## src/rtl/smoldvi_pattern_gen_if.sv

```systemverilog
// Pixel stream bundle between the pattern source and its sink.
// master = pattern source, slave = pixel consumer.
interface smoldvi_pattern_gen_if #(
  parameter int W_COLOUR = 8,
  parameter int W_FRAME  = 8
);
  logic                en;
  logic [1:0]          mode;
  logic                rgb_rdy;
  logic [W_COLOUR-1:0] r;
  logic [W_COLOUR-1:0] g;
  logic [W_COLOUR-1:0] b;
  logic [9:0]          x;
  logic [8:0]          y;
  logic [W_FRAME-1:0]  frame_ctr;
  logic                sof;

  modport master (
    input  en, mode, rgb_rdy,
    output r, g, b, x, y, frame_ctr, sof
  );

  modport slave (
    output en, mode, rgb_rdy,
    input  r, g, b, x, y, frame_ctr, sof
  );
endinterface

```

## src/rtl/smoldvi_pattern_gen.sv

```systemverilog
// DVI test-pattern source: raster tracker plus four patterns.
// Optional SMOLDVI_PATTERN_BORDER_EN paints a white frame border.
module smoldvi_pattern_gen #(
  parameter int H_ACTIVE = 640,
  parameter int V_ACTIVE = 480,
  parameter int PIX_REP  = 2,
  parameter int W_COLOUR = 8,
  parameter int W_FRAME  = 8
) (
  input logic clk_pix,
  input logic rst_pix,
  smoldvi_pattern_gen_if.master pix
);

  localparam int BW = H_ACTIVE / 8;
  localparam logic [9:0] X_STEP = 10'(PIX_REP);
  localparam logic [9:0] X_LAST = 10'(H_ACTIVE - PIX_REP);
  localparam logic [8:0] Y_LAST = 9'(V_ACTIVE - 1);
  localparam logic [9:0] B_LAST = 10'(BW - PIX_REP);
  localparam logic [W_FRAME-1:0] F_ONE = W_FRAME'(1);
  localparam logic [W_COLOUR-1:0] F_ALL = '1;
  localparam logic [W_COLOUR-1:0] GREY =
    {1'b1, {(W_COLOUR-1){1'b0}}};

  logic [9:0]         x_q;
  logic [8:0]         y_q;
  logic [W_FRAME-1:0] fc_q;
  logic [1:0]         mode_q;
  logic [2:0]         bar_idx;
  logic [9:0]         bar_ctr;

  logic adv;
  logic last_x;
  logic last_y;
  logic [4:0] fc5;
  logic ck;

  assign adv    = pix.en & pix.rgb_rdy;
  assign last_x = (x_q == X_LAST);
  assign last_y = (y_q == Y_LAST);

  // Raster position, frame count, bar tracking and frame-aligned mode.
  always_ff @(posedge clk_pix) begin
    if (rst_pix) begin
      x_q     <= '0;
      y_q     <= '0;
      fc_q    <= '0;
      mode_q  <= '0;
      bar_idx <= '0;
      bar_ctr <= '0;
    end else if (adv) begin
      if (last_x) begin
        x_q     <= '0;
        bar_idx <= '0;
        bar_ctr <= '0;
        if (last_y) begin
          y_q    <= '0;
          fc_q   <= fc_q + F_ONE;
          mode_q <= pix.mode;
        end else begin
          y_q <= y_q + 9'd1;
        end
      end else begin
        x_q <= x_q + X_STEP;
        if (bar_ctr == B_LAST) begin
          bar_ctr <= '0;
          bar_idx <= bar_idx + 3'd1;
        end else begin
          bar_ctr <= bar_ctr + X_STEP;
        end
      end
    end
  end

  assign fc5 = 5'(fc_q);
  assign ck  = 1'((x_q[5:0] + {fc5, 1'b0}) >> 5) ^ y_q[5];

  // Pattern select from registered state only.
  always_comb begin
    pix.r = '0;
    pix.g = '0;
    pix.b = '0;
    unique case (mode_q)
      2'd0: begin
        pix.r = W_COLOUR'(x_q) + W_COLOUR'(fc_q);
        pix.g = W_COLOUR'(y_q) + (W_COLOUR'(fc_q) << 1);
        pix.b = W_COLOUR'(fc_q);
      end
      2'd1: begin
        pix.r = {W_COLOUR{~bar_idx[1]}};
        pix.g = {W_COLOUR{~bar_idx[2]}};
        pix.b = {W_COLOUR{~bar_idx[0]}};
      end
      2'd2: begin
        pix.r = ck ? F_ALL : '0;
        pix.g = ck ? F_ALL : '0;
        pix.b = ck ? F_ALL : '0;
      end
      default: begin
        pix.r = GREY;
        pix.g = GREY;
        pix.b = GREY;
      end
    endcase
`ifdef SMOLDVI_PATTERN_BORDER_EN
    if (x_q == 10'd0 || last_x || y_q == 9'd0 || last_y) begin
      pix.r = F_ALL;
      pix.g = F_ALL;
      pix.b = F_ALL;
    end
`endif
  end

  assign pix.x         = x_q;
  assign pix.y         = y_q;
  assign pix.frame_ctr = fc_q;
  assign pix.sof       = (x_q == 10'd0) && (y_q == 9'd0);

endmodule

```

## src/flat_wrapper.sv

```systemverilog
// flat-port wrapper written by rule: the top's interface ports become plain ports
module smoldvi_pattern_gen_flat 
#(
  parameter int H_ACTIVE = 640,
  parameter int V_ACTIVE = 480,
  parameter int PIX_REP  = 2,
  parameter int W_COLOUR = 8,
  parameter int W_FRAME  = 8
)
  (clk_pix, rst_pix, pix_en, pix_mode, pix_rgb_rdy, pix_r, pix_g, pix_b, pix_x, pix_y, pix_frame_ctr, pix_sof);
  smoldvi_pattern_gen_if #(.W_COLOUR(W_COLOUR), .W_FRAME(W_FRAME)) pix_i ();
  input logic clk_pix;
  input logic rst_pix;
  input wire logic [$bits(pix_i.en)-1:0] pix_en;
  input wire logic [$bits(pix_i.mode)-1:0] pix_mode;
  input wire logic [$bits(pix_i.rgb_rdy)-1:0] pix_rgb_rdy;
  output wire logic [$bits(pix_i.r)-1:0] pix_r;
  output wire logic [$bits(pix_i.g)-1:0] pix_g;
  output wire logic [$bits(pix_i.b)-1:0] pix_b;
  output wire logic [$bits(pix_i.x)-1:0] pix_x;
  output wire logic [$bits(pix_i.y)-1:0] pix_y;
  output wire logic [$bits(pix_i.frame_ctr)-1:0] pix_frame_ctr;
  output wire logic [$bits(pix_i.sof)-1:0] pix_sof;
  assign pix_i.en = pix_en;
  assign pix_i.mode = pix_mode;
  assign pix_i.rgb_rdy = pix_rgb_rdy;
  assign pix_r = pix_i.r;
  assign pix_g = pix_i.g;
  assign pix_b = pix_i.b;
  assign pix_x = pix_i.x;
  assign pix_y = pix_i.y;
  assign pix_frame_ctr = pix_i.frame_ctr;
  assign pix_sof = pix_i.sof;
  smoldvi_pattern_gen #(.H_ACTIVE(H_ACTIVE), .V_ACTIVE(V_ACTIVE), .PIX_REP(PIX_REP), .W_COLOUR(W_COLOUR), .W_FRAME(W_FRAME)) u_core (.clk_pix(clk_pix), .rst_pix(rst_pix), .pix(pix_i));
endmodule
```

## config.mk

```make
export PLATFORM = sky130hd
export DESIGN_NAME = smoldvi_pattern_gen_flat
export DESIGN_NICKNAME = d
export VERILOG_FILES = /design/src/rtl/smoldvi_pattern_gen_if.sv /design/src/rtl/smoldvi_pattern_gen.sv /design/src/flat_wrapper.sv
export SDC_FILE = /design/constraint.sdc
export NUM_CORES = 1
export LEC_CHECK = 0
export CORE_ASPECT_RATIO = 0.5
export CORE_UTILIZATION = 40
export CTS_BUF_LIST = sky130_fd_sc_hd__clkbuf_8
export DETAILED_ROUTE_END_ITERATION = 10
export PLACE_DENSITY = 0.73
export SLEW_MARGIN = 15
export SYNTH_ARGS = -nofsm -noshare
export SYNTH_HDL_FRONTEND = slang
export SYNTH_SLANG_ARGS = --single-unit
```

## constraint.sdc

```tcl
create_clock -name clk_pix -period 4.9 [get_ports clk_pix]
set_input_delay 0.49 -clock clk_pix [delete_from_list [all_inputs] [get_ports clk_pix]]
set_output_delay 0.49 -clock clk_pix [all_outputs]
set_load 0.01 [all_outputs]
```

* After elaboration in Yosys (flattened, before gate mapping)
Index checks and enable logic that the tools add are counted.
Word-level totals: flip-flop bits (word level) 42, input bits 6, logic and storage cells 42
Operators by class: $add $sub $neg 8, equality and inequality tests 5, multiplexer cells 10, reduce and logical (&&, ||, !) cells 8, bitwise operators 5
Operators by type and width (count):
- $pmux W8 S3 | 3
- $mux W10 | 3
- $add A10 B2 Y10 const B | 2
- $add A8 B8 Y8 | 2
- $eq A10 B10 Y1 const B | 1
- $eq A10 B7 Y1 const B | 1
- $logic_not A10 Y1 | 1
- $add A9 B1 Y9 const B | 1
- $eq A9 B9 Y1 const B | 1
- $logic_not A9 Y1 | 1
- $mux W9 | 1
- $add A8 B1 Y8 const B | 1
- $mux W8 | 1
- $add A6 B6 Y6 | 1
- $mux W3 | 2
- $reduce_and A2 Y1 | 2
- $add A3 B1 Y3 const B | 1
- $not A1 Y1 | 3
- $reduce_and A3 Y1 | 1
- $eq A2 B1 Y1 const B | 1
- $eq A2 B2 Y1 const B | 1
- $logic_not A2 Y1 | 1
- $reduce_bool A2 Y1 | 1
- $and A1 B1 Y1 | 1
- 2 further kinds | 2

* Longest topological paths before layout
Gate-level depths: netlist of run 1.
word-level depth 4, depth in mapped cells 7, depth with buffers taken out 7

* Least setup slack after synthesis of run 1
No wires, ideal clock.
path type reg-to-output, start point reg u_core.fc_q[0] (netlist: u_core.pix.frame_ctr[0]), end point out pix_g[5], cell stages (with the launch flop) 7, slack 2619 ps, path buffers 0, data arrival time 1791 ps, data required time 4410 ps, cell sequence dfxtp_1 > ha_1 > fa_1 > a21o_1 > a21oi_1 > xnor2_1 > o21ai_0
On the way: cells in the longest elaborated chain, start to end 4, elaborated cells on any way between the ends 5, classes of those cells add/sub (2); mux (2); bitwise (1)
RTL lines:
- start, declared | line smoldvi_pattern_gen.sv:27 | logic [W_FRAME-1:0] fc_q;
- start signal, assigned | line smoldvi_pattern_gen.sv:58 | fc_q <= fc_q + F_ONE;
- $add A6 B6 Y6 | line smoldvi_pattern_gen.sv:76 | assign ck = 1'((x_q[5:0] + {fc5, 1'b0}) >> 5) ^ y_q[5];
- $xor A1 B1 Y1 | line smoldvi_pattern_gen.sv:76
- $mux W8 | line smoldvi_pattern_gen.sv:96 | pix.g = ck ? F_ALL : '0;
- $pmux W8 S3 * | line smoldvi_pattern_gen.sv:83 | unique case (mode_q)
- end, declared | line flat_wrapper.sv:18 | output wire logic [$bits(pix_i.g)-1:0] pix_g;
Mark *: on every way between the ends. The rest lies on a longest branch, timed or not.

* Worst setup path in the final report of run 1
start point reg u_core.fc_q[2] (netlist: u_core.pix.frame_ctr[2]), end point out pix_g[7]
The elaborated chain is that of the path after synthesis.

==> flow_summary_export.csv, run 1 <==
group,metric,value,unit
cts,numCtsBuffers,5,
global_route,track_usage,21.07,%
floorplanning,fp-row-count,20,
detailed_routing,drt-vias-per-instance,5.319,
cts,hold_buffers,0,
sta,final_hold_viol_count,0,
worst_hold_path,hold_path_end,"u_core.bar_ctr[2]",
cts,cts-resized-gates,0,
final_layout,mostFrequentLayoutCells,"56 x clkdlybuf4s50_1, 40 x nor2_1, 40 x dfxtp_1",
setup_path,rr_worst_depth,5,
sta,relSlewSlack,34.68,%
placed_design,dpl_cell_area,0.003279,mm2
cts,h-tree-depth,2,
detailed_routing,drtIter0Drc,127,
sta,slew_viol_final,0,
final_layout,fin_nets,400,
pwr,sw_frac_of_total,21.48,%
floorplanning,die_h,59.84,um
yosys,synth-seq-cells,40,
setup_path,setup.worst_path.start_class,"register",
yosys,synth-warning-count,0,
floorplanning,die_area,0.007042,mm2
setup_path,r2r_start,"u_core.pix.x[5]",
final_layout,area_delta_synth_final,26.55,%
final_layout,stdcell_area,0.003387,mm2
global_route,antenna_found_initial,0,
floorplanning,ioPinCount,58,
pwr,leakagePower,1.364,nW
placed_design,finalWeightedCongestion,0.8019,
final_layout,drive_gt1_share,4.558,%
worst_hold_path,min_path_type,"register to register",
global_route,grt_pass1_wl,11710,um
sta,fin_skew,0.008276,ns
setup_path,crit_fanout,9,
sta,grt_setup_unrepaired,"no",
final_layout,layout.area.seq,800.8,um2
final_layout,n_antenna_cell,0,
yosys,syn_area,0.002676,mm2
setup_path,worstSetupPathType,"register to output port",
outcome,status,"complete, no violations",
worst_hold_path,worstHoldStart,"u_core.bar_ctr[2]",
pwr,p_int,490.3,uW
global_route,grt_max_degree,28,
detailed_routing,detail-route-antenna-nets,0,
floorplanning,start_util,42.78,%
detailed_routing,drc,0,
sta,tns,0,ns
floorplanning,core_area,0.006256,mm2
yosys,seq_area_frac_synth,29.92,%
global_route,grt_pass1_vias,2372,
detailed_routing,vias,2452,
worst_hold_path,hold_depth,2,
yosys,synth.avg_cell_area,8.286,um2
pwr,pwr-share-seq,53.0,%
setup_path,worstReg2RegEnd,"u_core.mode_q[0]",
sta,setup_viol,0,
pwr,power_density,184.3,mW/mm2
flow_run,drv_cap,0,
sta,min_period,3.449,ns
cts,ctsRootBufferMaster,"clkbuf_8",
cts,clk_latency,0.29,ns
setup_path,worst-r2r-setup-slack,2.32,ns
pwr,p_sw,134.1,uW
placed_design,dpl.hpwl,5172,um
yosys,synth_cells,323,
pwr,combPwrFrac,4.7,%
floorplanning,fp.dieW,117.7,um
sta,post-route-period-util,70.38,%
placed_design,io_buffers,56,
pwr,clkPwrFrac,42.3,%
sta,fmax,0.2900,GHz
final_layout,fill_cells,573,
pwr,ir_drop,113.2,uV
final_layout,final_common_cell,"clkdlybuf4s50_1",
cts,max-clock-path-buffers,2,
cts,clock_sinks,40,
yosys,synth_cell_types,51,
cts,post_cts_buffers,0,
detailed_routing,drt-total-wl,7029,um
cts,cts_tree,"yes",
sta,max_slew.worst_pin.slew,0.9767,ns
setup_path,required,4.41,ns
yosys,synth_nets,351,
global_route,grt-ovfl-total,0,
setup_path,critPathArrivalTime,2.96,ns
final_layout,multi_input_area,0.001782,mm2
setup_path,crit_path_end_kind,"output port",
detailed_routing,firstDrtPassIters,4,
cts,clk_pin_slew,0.08,ns
detailed_routing,routedWlPerCell,15.25,um
[per-layer routing]
layer	track usage [%]	vias up	part of all wire, %
met3	3.817	9	5.7
met2	36.64	73	46
li1	-	1231	-
met4	5.311	0	1.0
met5	0	-	0
met1	27.55	1139	47
[registers in the layout, indices dropped and copies added, names as in the netlist]
register / flops
u_core.pix.x: 9
u_core.bar_ctr: 9
u_core.bar_idx: 3
u_core.pix.y: 9
u_core.mode_q: 2
u_core.pix.frame_ctr: 8
[critical path: stages, from the launching register on]
cell and delay, ns:
dfxtp_1 0.56, ha_1 0.30, o21ai_0 0.19, a22oi_1 0.12
xnor2_1 0.17, a21oi_1 0.55, o2111ai_1 0.24, clkdlybuf4s50_1 0.53
[cells in the mapped netlist (all sizes together)]
cell,instances,area [um2]
buf,5,33.78
or3,2,12.51
a21o,9,67.56
and4,2,17.52
o2111ai,1,8.760
o2bb2ai,1,8.760
and2,4,25.02
clkbuf,9,33.78
o211ai,2,15.01
nor3b,1,7.510
ha,21,262.8
nand3b,1,7.510
o31a,1,8.760
a31oi,1,6.260
nand3,13,65.06
dfxtp,40,800.8
nand4,12,75.07
conb,1,3.750
o21ai,16,80.08
nand2b,2,12.51
or2,4,25.03
a21oi,11,58.81
a311oi,1,8.760
nor4,5,46.29
and3,6,38.79
fa,1,20.02
nor2,41,156.4
or4b,1,10.01
nor4b,4,41.29
mux2i,7,70.07
nor3,10,50.05
nand2,26,97.59
nor2b,4,25.02
inv,7,26.28
xnor2,21,183.9
xor2,22,192.7
o21bai,1,7.510
a211oi,3,27.52
a22oi,1,7.510
or4,2,18.77
nand4bb,1,11.26
[logic make-up (layout without fill, tap and decap cells)]
kind of cell / after synthesis / in the layout / synth area share (%)
mux: 7 / 7 / 2.618
fa+ha+maj: 22 / 22 / 10.57
simple gates: 141 / 141 / 27.77
other cells: 1 / 1 / 0.1401
xor+xnor: 43 / 43 / 14.07
flops: 40 / 40 / 29.92
compound gates: 48 / 48 / 11.41
buf+inv: 21 / 71 / 3.506
[layout make-up]
cell class	instances	share of cell area (%)
clock buffer	5	2.032
inverter	7	0.7758
clock inverter	3	1.145
sequential	40	23.64
multi-input combinational	262	52.60
timing repair buffer	56	16.55
tap	88	3.251
[power by group through the flow]
stage	registers [mW]	logic, mW	clock network (mW)
floorplan	0.338	0.0172	0
finish	0.331	0.0295	0.264
CTS	0.331	0.0298	0.271
detailed placement	0.339	0.0296	0
global placement	0.339	0.0288	0
global route	0.332	0.0328	0.285
[through the flow]
stage                     util (%)  hold slack (ns)  total power [mW]  instances  worst slack [ns]
after floorplan                  -           0.4502            0.3550        323             2.619
after global placement       52.42           0.4627            0.3673        453             1.945
after detailed placement     52.42           0.4873            0.3683        453             1.796
after CTS                    54.14           0.4975            0.6318        461             1.462
after global routing         54.14           0.5213            0.6495        461             1.261
final                        54.14           0.4967            0.6244        461             1.451
[how the worst max path moves through the flow]
stage                            start  endpoint  slack, ns  cells after the start
6_report       u_core.pix.frame_ctr[2]  pix_g[7]       1.45                      7
5_1_grt        u_core.pix.frame_ctr[1]  pix_g[7]       1.26                      7
4_1_cts        u_core.pix.frame_ctr[2]  pix_g[7]       1.46                      7
3_5_place_dp   u_core.pix.frame_ctr[2]  pix_g[7]       1.80                      7
3_3_place_gp   u_core.pix.frame_ctr[1]  pix_g[0]       1.95                      7
2_1_floorplan  u_core.pix.frame_ctr[0]  pix_g[5]       2.62                      6
Note: power is estimated with default switching activity, not from simulation.
==> run 2: changes to the inputs <==
--- a/config.mk
+++ b/config.mk
@@ -9,7 +9,7 @@
 export CORE_UTILIZATION = 40
 export CTS_BUF_LIST = sky130_fd_sc_hd__clkbuf_8
 export DETAILED_ROUTE_END_ITERATION = 10
-export PLACE_DENSITY = 0.73
+export PLACE_DENSITY = 0.76
 export SLEW_MARGIN = 15
 export SYNTH_ARGS = -nofsm -noshare
 export SYNTH_HDL_FRONTEND = slang
==> constraint.sdc (replaced) <==
create_clock -name clk_pix -period 3 [get_ports clk_pix]
set_input_delay 0.3 -clock clk_pix [delete_from_list [all_inputs] [get_ports clk_pix]]
set_output_delay 0.3 -clock clk_pix [all_outputs]
set_load 0.01 [all_outputs]
==> flow_summary_export.csv, run 2 (synthesis gave the netlist of run 1 again) <==
group,metric,value,unit
setup_path,crit_fanout,6,
cts,numCtsBuffers,5,
final_layout,fill_cells,586,
sta,slew_viol_final,0,
setup_path,crit_path_end_kind,"output port",
cts,ctsRootBufferMaster,"clkbuf_8",
setup_path,setup.worst_path.start_class,"register",
cts,hold_buffers,0,
cts,post_cts_buffers,0,
placed_design,dpl.hpwl,5223,um
pwr,leakagePower,1.435,nW
detailed_routing,vias,2533,
cts,cts_tree,"yes",
detailed_routing,firstDrtPassIters,4,
sta,whs,0.4886,ns
floorplanning,die_h,59.84,um
pwr,p_sw,224.1,uW
cts,h-tree-depth,2,
sta,setup_viol,0,
cts,clk_latency,0.29,ns
worst_hold_path,hold_path_end,"u_core.bar_ctr[2]",
sta,fmax,0.3469,GHz
flow_run,drv_cap,0,
pwr,ir_drop,168.6,uV
setup_path,worstReg2RegEnd,"u_core.mode_q[0]",
worst_hold_path,hold_depth,2,
final_layout,drive_gt1_share,8.854,%
detailed_routing,drt-vias-per-instance,5.367,
cts,clock_sinks,40,
setup_path,rr_worst_depth,5,
pwr,p_int,803.7,uW
global_route,track_usage,20.33,%
sta,final_hold_viol_count,0,
pwr,power_density,293.9,mW/mm2
cts,clk_pin_slew,0.08,ns
setup_path,critPathArrivalTime,2.58,ns
pwr,combPwrFrac,5.4,%
pwr,fin_total_pwr,1.028,mW
floorplanning,ioPinCount,58,
detailed_routing,detail-route-antenna-nets,0,
detailed_routing,drtIter0Drc,234,
detailed_routing,routedWlPerCell,14.62,um
worst_hold_path,worstHoldStart,"u_core.bar_ctr[2]",
final_layout,fin_nets,411,
global_route,grt-ovfl-total,0,
floorplanning,start_util,42.78,%
floorplanning,fp-row-count,20,
final_layout,layout.area.seq,802.0,um2
final_layout,n_antenna_cell,0,
global_route,grt_pass1_vias,2414,
setup_path,worst-r2r-setup-slack,0.74,ns
pwr,clkPwrFrac,42.3,%
setup_path,worstSetupPathType,"register to output port",
final_layout,mostFrequentLayoutCells,"56 x clkdlybuf4s50_1, 40 x nor2_1, 39 x dfxtp_1",
global_route,antenna_found_initial,0,
outcome,status,"complete, no violations",
cts,max-clock-path-buffers,2,
sta,fin_skew,0.007559,ns
detailed_routing,drt-total-wl,6900,um
global_route,grt_max_degree,21,
final_layout,final_util,55.90,%
sta,grt_setup_unrepaired,"no",
final_layout,area_delta_synth_final,30.67,%
global_route,grt_pass1_wl,11290,um
pwr,pwr-share-seq,52.2,%
setup_path,r2r_start,"u_core.pix.x[5]",
placed_design,finalWeightedCongestion,0.8340,
pwr,sw_frac_of_total,21.81,%
detailed_routing,drc,0,
floorplanning,core_area,0.006256,mm2
sta,post-route-period-util,96.08,%
setup_path,required,2.70,ns
floorplanning,fp.dieW,117.7,um
worst_hold_path,min_path_type,"register to register",
sta,min_period,2.882,ns
sta,tns,0,ns
final_layout,final_common_cell,"clkdlybuf4s50_1",
floorplanning,die_area,0.007042,mm2
final_layout,multi_input_area,0.001808,mm2
placed_design,io_buffers,56,
run 2: changes by cell type in the layout (fill, tap and decap cells not counted), sizes merged:
cell  change
buf      +11
run 2: how the worst max path moves through the flow:
| stage | startpoint | to |
|---|---|---|
| floorplan | u_core.pix.frame_ctr[0] | pix_g[5] |
| global placement | u_core.pix.frame_ctr[1] | pix_b[7] |
| detailed placement | u_core.pix.frame_ctr[1] | pix_r[4] |
| CTS | u_core.pix.frame_ctr[1] | pix_b[1] |
| global route | u_core.pix.y[1] | pix_g[7] |
| finish | u_core.pix.y[1] | pix_g[7] |
run 2: metrics by stage:
stage / instances / setup slack (ns) / cell area (um2)
2_1_floorplan: 323 / 0.9085 / 2676
3_3_place_gp: 464 / 0.4169 / 3362
3_5_place_dp: 464 / 0.3712 / 3362
4_1_cts: 472 / 0.04775 / 3470
5_1_grt: 472 / 0.003566 / 3497
6_report: 472 / 0.1176 / 3497
run 2: area by class of cell:
type	instances	area share, %
well taps	88	3.148
clock inverters	3	1.109
repair buffers	67	18.39
inverters	7	0.7513
clock buffers	5	1.968
flip-flops and latches	40	22.93
multi-input cells	262	51.70
run 2: layer usage:
metal	share of wire, %	track usage, %	wire length (um)
met1	45	24.94	3118
met2	48	36.13	3299
met3	5.7	4.103	393
met4	1.3	7.692	89
met5	0	0	0
run 2: power groups by stage:
stage / sequential, mW / clock [mW] / combinational [mW]
finish: 0.537 / 0.435 / 0.0556
detailed placement: 0.549 / 0 / 0.0552
floorplan: 0.552 / 0 / 0.0281
global placement: 0.549 / 0 / 0.0542
CTS: 0.537 / 0.443 / 0.0554
global route: 0.537 / 0.469 / 0.0604
run 2: critical path, cell delays in order (launching register included):
cell and delay, ns:
dfxtp_1 0.37, ha_1 0.23, fa_1 0.40, a21o_1 0.20, a21oi_2 0.19, o21ai_0 0.10
o31a_1 0.12, o2111ai_1 0.10, clkdlybuf4s50_1 0.58
run 2: timing repair:
item,in CTS,in global routing
resized for setup,0,6
endpoints found under the setup margin,0,20
hold endpoints to repair,0,0
